<file path="config.mk">
export PLATFORM = sky130hd
export DESIGN_NAME = nfc_command_read_status
export DESIGN_NICKNAME = d
export VERILOG_FILES = /design/src/rtl/nfc_command_read_status.sv
export SDC_FILE = /design/constraint.sdc
export NUM_CORES = 1
export LEC_CHECK = 0
export CAP_MARGIN = 10
export CORE_ASPECT_RATIO = 0.5
export CORE_UTILIZATION = 35
export CTS_CLUSTER_DIAMETER = 200
export DETAILED_ROUTE_END_ITERATION = 8
export PLACE_DENSITY = 0.83
export SLEW_MARGIN = 20
export SYNTH_ARGS = -nofsm -noshare
export SYNTH_HDL_FRONTEND = slang
export SYNTH_SLANG_ARGS = --single-unit
</file>
<file path="constraint.sdc">
create_clock -name iSystemClock -period 2.8 [get_ports iSystemClock]
set_clock_uncertainty 0.1 [all_clocks]
set_input_delay 0.56 -clock iSystemClock [delete_from_list [all_inputs] [get_ports iSystemClock]]
set_output_delay 0.56 -clock iSystemClock [all_outputs]
set_load 0.02 [all_outputs]
</file>
<file path="src/rtl/nfc_command_read_status.sv">
// NAND READ STATUS (0x70) command generator for one target way.
// Presents the idle ACG pattern whenever no operation is in flight.
module nfc_command_read_status #(
  parameter int NumberOfWays = 4,
  parameter int WhrCycles    = 12
) (
  input  logic                    iSystemClock,
  input  logic                    iReset,
  input  logic                    iStart,
  input  logic [NumberOfWays-1:0] iTargetWay,
  output logic                    oReady,
  output logic                    oLastStep,
  output logic [7:0]              oStatus,
  output logic [7:0]              oACG_Command,
  output logic [2:0]              oACG_CommandOption,
  output logic [NumberOfWays-1:0] oACG_TargetWay,
  output logic [15:0]             oACG_NumOfData,
  output logic                    oACG_CASelect,
  output logic [39:0]             oACG_CAData,
  output logic [15:0]             oACG_WriteData,
  output logic                    oACG_WriteLast,
  output logic                    oACG_WriteValid,
  output logic                    oACG_ReadReady,
  input  logic                    iACG_Ready,
  input  logic                    iACG_LastStep,
  input  logic [15:0]             iACG_ReadData,
  input  logic                    iACG_ReadValid,
  input  logic                    iACG_ReadLast
);

  typedef enum logic [2:0] {
    S_IDLE,
    S_CA_ISSUE,
    S_CA_WAIT,
    S_WHR,
    S_RD_ISSUE,
    S_RD_DATA,
    S_RD_WAIT,
    S_DONE
  } state_t;

  localparam int CW = (WhrCycles > 1) ? $clog2(WhrCycles) : 1;
  localparam logic [CW-1:0] WHR_LOAD = CW'(WhrCycles - 1);

  state_t                  state_q, state_d;
  logic [NumberOfWays-1:0] way_q, way_d;
  logic [CW-1:0]           cnt_q, cnt_d;
  logic [7:0]              status_q, status_d;
  logic                    first_q, first_d;

  // Only the low byte carries the status
  logic unused_rd_hi;
  assign unused_rd_hi = ^iACG_ReadData[15:8];

  always_ff @(posedge iSystemClock) begin
    if (!iReset) begin
      state_q  <= S_IDLE;
      way_q    <= '0;
      cnt_q    <= '0;
      status_q <= 8'h00;
      first_q  <= 1'b0;
    end else begin
      state_q  <= state_d;
      way_q    <= way_d;
      cnt_q    <= cnt_d;
      status_q <= status_d;
      first_q  <= first_d;
    end
  end

  always_comb begin
    state_d  = state_q;
    way_d    = way_q;
    cnt_d    = cnt_q;
    status_d = status_q;
    first_d  = first_q;
    unique case (state_q)
      S_IDLE: begin
        if (iStart) begin
          status_d = 8'h00;
          if (|iTargetWay) begin
            way_d   = iTargetWay;
            state_d = S_CA_ISSUE;
          end else begin
            way_d   = '0;
            state_d = S_DONE;
          end
        end
      end
      S_CA_ISSUE: begin
        if (iACG_Ready) state_d = S_CA_WAIT;
      end
      S_CA_WAIT: begin
        if (iACG_LastStep) begin
          cnt_d   = WHR_LOAD;
          state_d = S_WHR;
        end
      end
      S_WHR: begin
        if (cnt_q == '0) state_d = S_RD_ISSUE;
        else             cnt_d   = cnt_q - 1'b1;
      end
      S_RD_ISSUE: begin
        if (iACG_Ready) begin
          first_d = 1'b1;
          state_d = S_RD_DATA;
        end
      end
      S_RD_DATA: begin
        if (iACG_ReadValid) begin
          if (first_q) begin
            status_d = iACG_ReadData[7:0];
            first_d  = 1'b0;
          end
          if (iACG_ReadLast)
            state_d = iACG_LastStep ? S_DONE : S_RD_WAIT;
        end
      end
      S_RD_WAIT: begin
        if (iACG_LastStep) state_d = S_DONE;
      end
      S_DONE: begin
        way_d   = '0;
        state_d = S_IDLE;
      end
      default: state_d = S_IDLE;
    endcase
  end

  always_comb begin
    oReady             = (state_q == S_IDLE);
    oLastStep          = (state_q == S_DONE);
    oStatus            = status_q;
    oACG_Command       = 8'h00;
    oACG_CommandOption = 3'b000;
    oACG_TargetWay     = '0;
    oACG_NumOfData     = 16'd0;
    oACG_CASelect      = 1'b1;
    oACG_CAData        = 40'h0;
    oACG_WriteData     = 16'h0000;
    oACG_WriteLast     = 1'b0;
    oACG_WriteValid    = 1'b0;
    oACG_ReadReady     = 1'b0;
    unique case (state_q)
      S_CA_ISSUE: begin
        oACG_Command   = 8'h03;
        oACG_CASelect  = 1'b0;
        oACG_CAData    = {32'h0, 8'h70};
        oACG_TargetWay = way_q;
      end
      S_RD_ISSUE: begin
        oACG_Command   = 8'h05;
        oACG_TargetWay = way_q;
      end
      S_RD_DATA: begin
        oACG_ReadReady = 1'b1;
        oACG_TargetWay = way_q;
      end
      S_CA_WAIT, S_WHR, S_RD_WAIT: begin
        oACG_TargetWay = way_q;
      end
      default: begin
        oACG_TargetWay = '0;
      end
    endcase
  end

endmodule

</file>
# Word level (Yosys, flattened, before mapping)
# Index checks and enable logic that the tools add are counted.
# totals
ff_bits,20
in_bits,27
output_inout_bits,101
word_cells,65
# op_classes
addsub,1
n_eq_ne,17
n_mux,29
reduce_logical,13
# op_table
op,n
two-way mux 3 bit,9
two-way mux 8 bit,3
case mux 3 bit (8 select lines),1
two-way mux 4 bit,5
inequality test 2 bit (second input constant),10
case mux 4 bit (2 select lines),2
case mux 8 bit (2 select lines),1
== test 3 bit (second input constant),4
AND reduction 8 bit,1
nonzero test 2 bit,4
two-way mux 7 bit,1
== test 3 x 2 -> 1 bit (second input constant),2
case mux 3 bit (2 select lines),1
AND reduction 3 bit,2
OR reduction 6 bit,1
two-way mux 1 bit,5
zero test 4 bit,1
AND reduction 4 bit,1
OR reduction 4 bit,1
subtractor 4 x 1 -> 4 bit (second input constant),1
== test 3 x 1 -> 1 bit (second input constant),1
zero test 3 bit,1
case mux 1 bit (2 select lines),1
AND reduction 2 bit,1

# Longest topological paths before layout
# logic_depth
word_depth,4
mapped_depth,6
mapped_depth_nobuf,6

# Least setup slack after synthesis
# No wires, ideal clock.
# synth_path
kind,register to output
startpoint,register state_q[0]
endpoint,output port oACG_TargetWay[0]
arrival_time_ps,1326
required_ps,2140
slack_ps,814
path_stages_with_launch,5
path_buffers,0
path_cell_list,dfxtp_1 > or2_2 > nor2_1 > nor2_1 > and2_1
# synth_via
elab_chain_cells,3
elab_cells_between_ends,8
cone_classes,6 x eq/ne; 1 x mux; 1 x reduce/logical
# synth_rtl
element,line,source
from (decl),45,"state_t state_q, state_d;"
from (signal assigned),63,state_q <= state_d;
"== test 3 x 2 -> 1 bit, or another cell as far along",144,unique case (state_q)
OR reduction 6 bit (no line) *,-,
two-way mux 4 bit *,144,
to (decl),16,"output logic [NumberOfWays-1:0] oACG_TargetWay,"
# Every way passes the cells marked *; elsewhere a longest branch is shown, timed or not.

# Final worst setup path
# layout_path
startpoint,register state_q[0]
endpoint,output port oACG_ReadReady
# layout_via
elab_chain_cells,2
# layout_rtl
element,line,source
== test 3 bit,144,
two-way mux 1 bit,144,
to (decl),23,"output logic oACG_ReadReady,"
# No other way between the ends.

==> flow_metrics.env <==
export IMPL_run_status="completed"
export IMPL_post_drt_wl_per_cell_um=8.95
export IMPL_initial_utilization_pct=37.2
export IMPL_grt_total_usage_pct=10.6
export IMPL_globalplace_congestion=0.789
export IMPL_core_rowCount=17
export IMPL_drv_cap=0
export IMPL_cp_required_ns=2.14
export IMPL_yosysTopAreaCellShare_pct=37.3
export IMPL_post_place_ws_ns=0.509
export IMPL_dpl_hpwl_um=2260
export IMPL_cp_arrival_ns=1.97
export IMPL_layoutNonFillerInstCount=314
export IMPL_synth_seq_area_share_pct=24.0
export IMPL_synth_top_area_cell="buf_4"
export IMPL_tightest_slew_ns=0.598
export IMPL_area_growth_pct=12.0
export IMPL_route_vias_total=1246
export IMPL_route_detailed_drc=0
export IMPL_mappedNetlistArea_um2=1670
export IMPL_rsz0062_at_grt="false"
export IMPL_drv_slew=0
export IMPL_drive_gt1_share_pct=6.05
export IMPL_grt_remaining_overflow=0
export IMPL_root_buffer="clkbuf_8"
export IMPL_finalSetupTns_ns=0
export IMPL_peakVddDrop_mv=0.230
export IMPL_synthCells=211
export IMPL_ys_top_cells_by_count="buf_4, dfxtp_1, nor2_1, nand2_1, a21oi_1"
export IMPL_grt_pass1_vias=1039
export IMPL_post_cts_resized=0
export IMPL_tritoncts="yes"
export IMPL_drtIter0Drc=74
export IMPL_grt_pass1_wl_um=4370
export IMPL_synth_most_common_cell="buf_4"
export IMPL_via_per_inst=3.97
export IMPL_finalNetCount=278
export IMPL_cp_max_fo=10
export IMPL_min_period_ns=2.63
export IMPL_avgSynthCellArea_um2=7.92
export IMPL_dieArea_um2=5070
export IMPL_yosys_warnings=0
export IMPL_postCtsSetupBuffers=0
export IMPL_relSlewSlack_pct=60.0
export IMPL_first_pass_iters=4
export IMPL_wl_um=2810
export IMPL_clockBufferDepth=2
export IMPL_worst_setup_path_type="register to primary output"
export IMPL_cts_hold_buf=0
export IMPL_cp_end_kind="primary output"
export IMPL_worstSkewPairLatency_ns=0.26
export IMPL_htree_levels=1
export IMPL_synth_edf_count=0
export IMPL_max_clock_freq_mhz=380
export IMPL_detail_route_antenna_nets=0
export IMPL_cellLeakagePower_nw=0.808
export IMPL_synth_ff_type="dfxtp_1"
export IMPL_place_inst=310
export IMPL_hold_path_class="register to register"
export IMPL_die_y_um=50.9
export IMPL_port_buffers=40
export IMPL_netlist_top_cells_area="buf_4, dfxtp_1, nor2_1, a21oi_1, nand2_1"
export IMPL_fp_dieW_um=99.7
export IMPL_synth_cell_types=40
export IMPL_core_area_um2=4490
export IMPL_async_flop_share_pct=0
export IMPL_hold_viol_final=0
export IMPL_numCtsBuffers=3
export IMPL_io_pins=128
export IMPL_setup_ws_ns=0.169
export IMPL_setup_viol=0
export IMPL_diodes=0
export IMPL_period_share_pct=94.0
export IMPL_p_per_area_nw_per_um2=666
export IMPL_path_clk_slew_ns=0.07
export IMPL_antenna_found_initial=0
export IMPL_grt_max_degree=19
export IMPL_start_kind="register"
export IMPL_ys_seq_elements=20
export IMPL_clkSinkCount=20
per-stage QoR:
stage / total power [mW] / area, um2 / hold slack, ns / util, %
3_5_place_dp: 1.03 / 1820 / 0.348 / 40.5
3_3_place_gp: 1.02 / 1820 / 0.340 / 40.5
5_1_grt: 1.33 / 1870 / 0.384 / 41.7
6_report: 1.25 / 1870 / 0.354 / 41.7
4_1_cts: 1.25 / 1870 / 0.358 / 41.7
2_1_floorplan: 0.926 / 1960 / 0.350 / -
flip-flops by register name (all words and copies together) (netlist names):
register	flops
first_q	1
cnt_q	4
state_q	3
way_q	4
oStatus	8
layer usage:
| layer | vias to the layer above | GRT usage, % | wire, um |
|---|---|---|---|
| met5 | - | 0 | 0 |
| met3 | 4 | 1.64 | 147 |
| li1 | 609 | - | - |
| met2 | 58 | 20.7 | 1470 |
| met1 | 575 | 11.9 | 1160 |
| met4 | 0 | 3.68 | 32 |
worst max-delay path: stages (launching register included):
cell             delay (ns)
dfxtp_1                0.49
buf_4                  0.21
and2_1                 0.33
clkdlybuf4s50_1        0.68
cell families (layout without fill, tap and decap cells):
family                   after synthesis  in the layout  synth area share (%)
buffers and inverters                 92             51                  40.0
AND/OR/NAND/NOR                       66             66                  21.6
AO/OA/AOI/OAI                         24             24                  9.36
flip-flops                            20             20                  24.0
multiplexers                           4              4                  2.40
adder cells (fa/ha/maj)                2              2                  1.50
XOR/XNOR                               2              2                  1.05
other                                  1             79                 0.224
area by class of cell:
class                      instances  area [um2]
fill                             419        2620
multi-input combinational        177         896
timing repair buffer              43         423
sequential                        20         400
tap                               66        82.6
clock buffer                       4        55.1
inverter                           4        15.0
where the power goes:
| part | leakage [nW] | total [mW] | switching (mW) | internal (mW) |
|---|---|---|---|---|
| combinational | 0.617 | 0.666 | 0.395 | 0.272 |
| clock | 0.0288 | 0.224 | 0.0991 | 0.125 |
| sequential | 0.162 | 0.356 | 0.0362 | 0.320 |
path summary, 6_finish.rpt:
path,slack (ns),startpoint,cells past startpoint,end
setup / recovery,0.17,state_q[0],3,oACG_ReadReady
hold / removal,0.35,oStatus[3],2,oStatus[3]
setup reg to reg,1.01,cnt_q[0],6,cnt_q[3]
hold reg to reg,0.35,oStatus[3],2,oStatus[3]
layout by cell type, fill, tap and decap left out, types with 2 or more instances in the layout:
cell type        instances
o21ai_0                  4
ha_1                     2
nor3_1                   4
nand3_1                  8
and3_1                   2
conb_1                  79
and2_1                   5
a211oi_1                 3
clkdlybuf4s50_1         40
nand2_1                 13
xnor2_1                  2
dfxtp_1                 20
a31oi_1                  2
mux2i_1                  4
nor2b_1                  3
nor2_1                  15
inv_1                    4
clkbuf_8                 4
a21oi_1                 10
buf_4                    3
nand2b_1                 3
No activity file was read; power rests on OpenSTA's default activity.
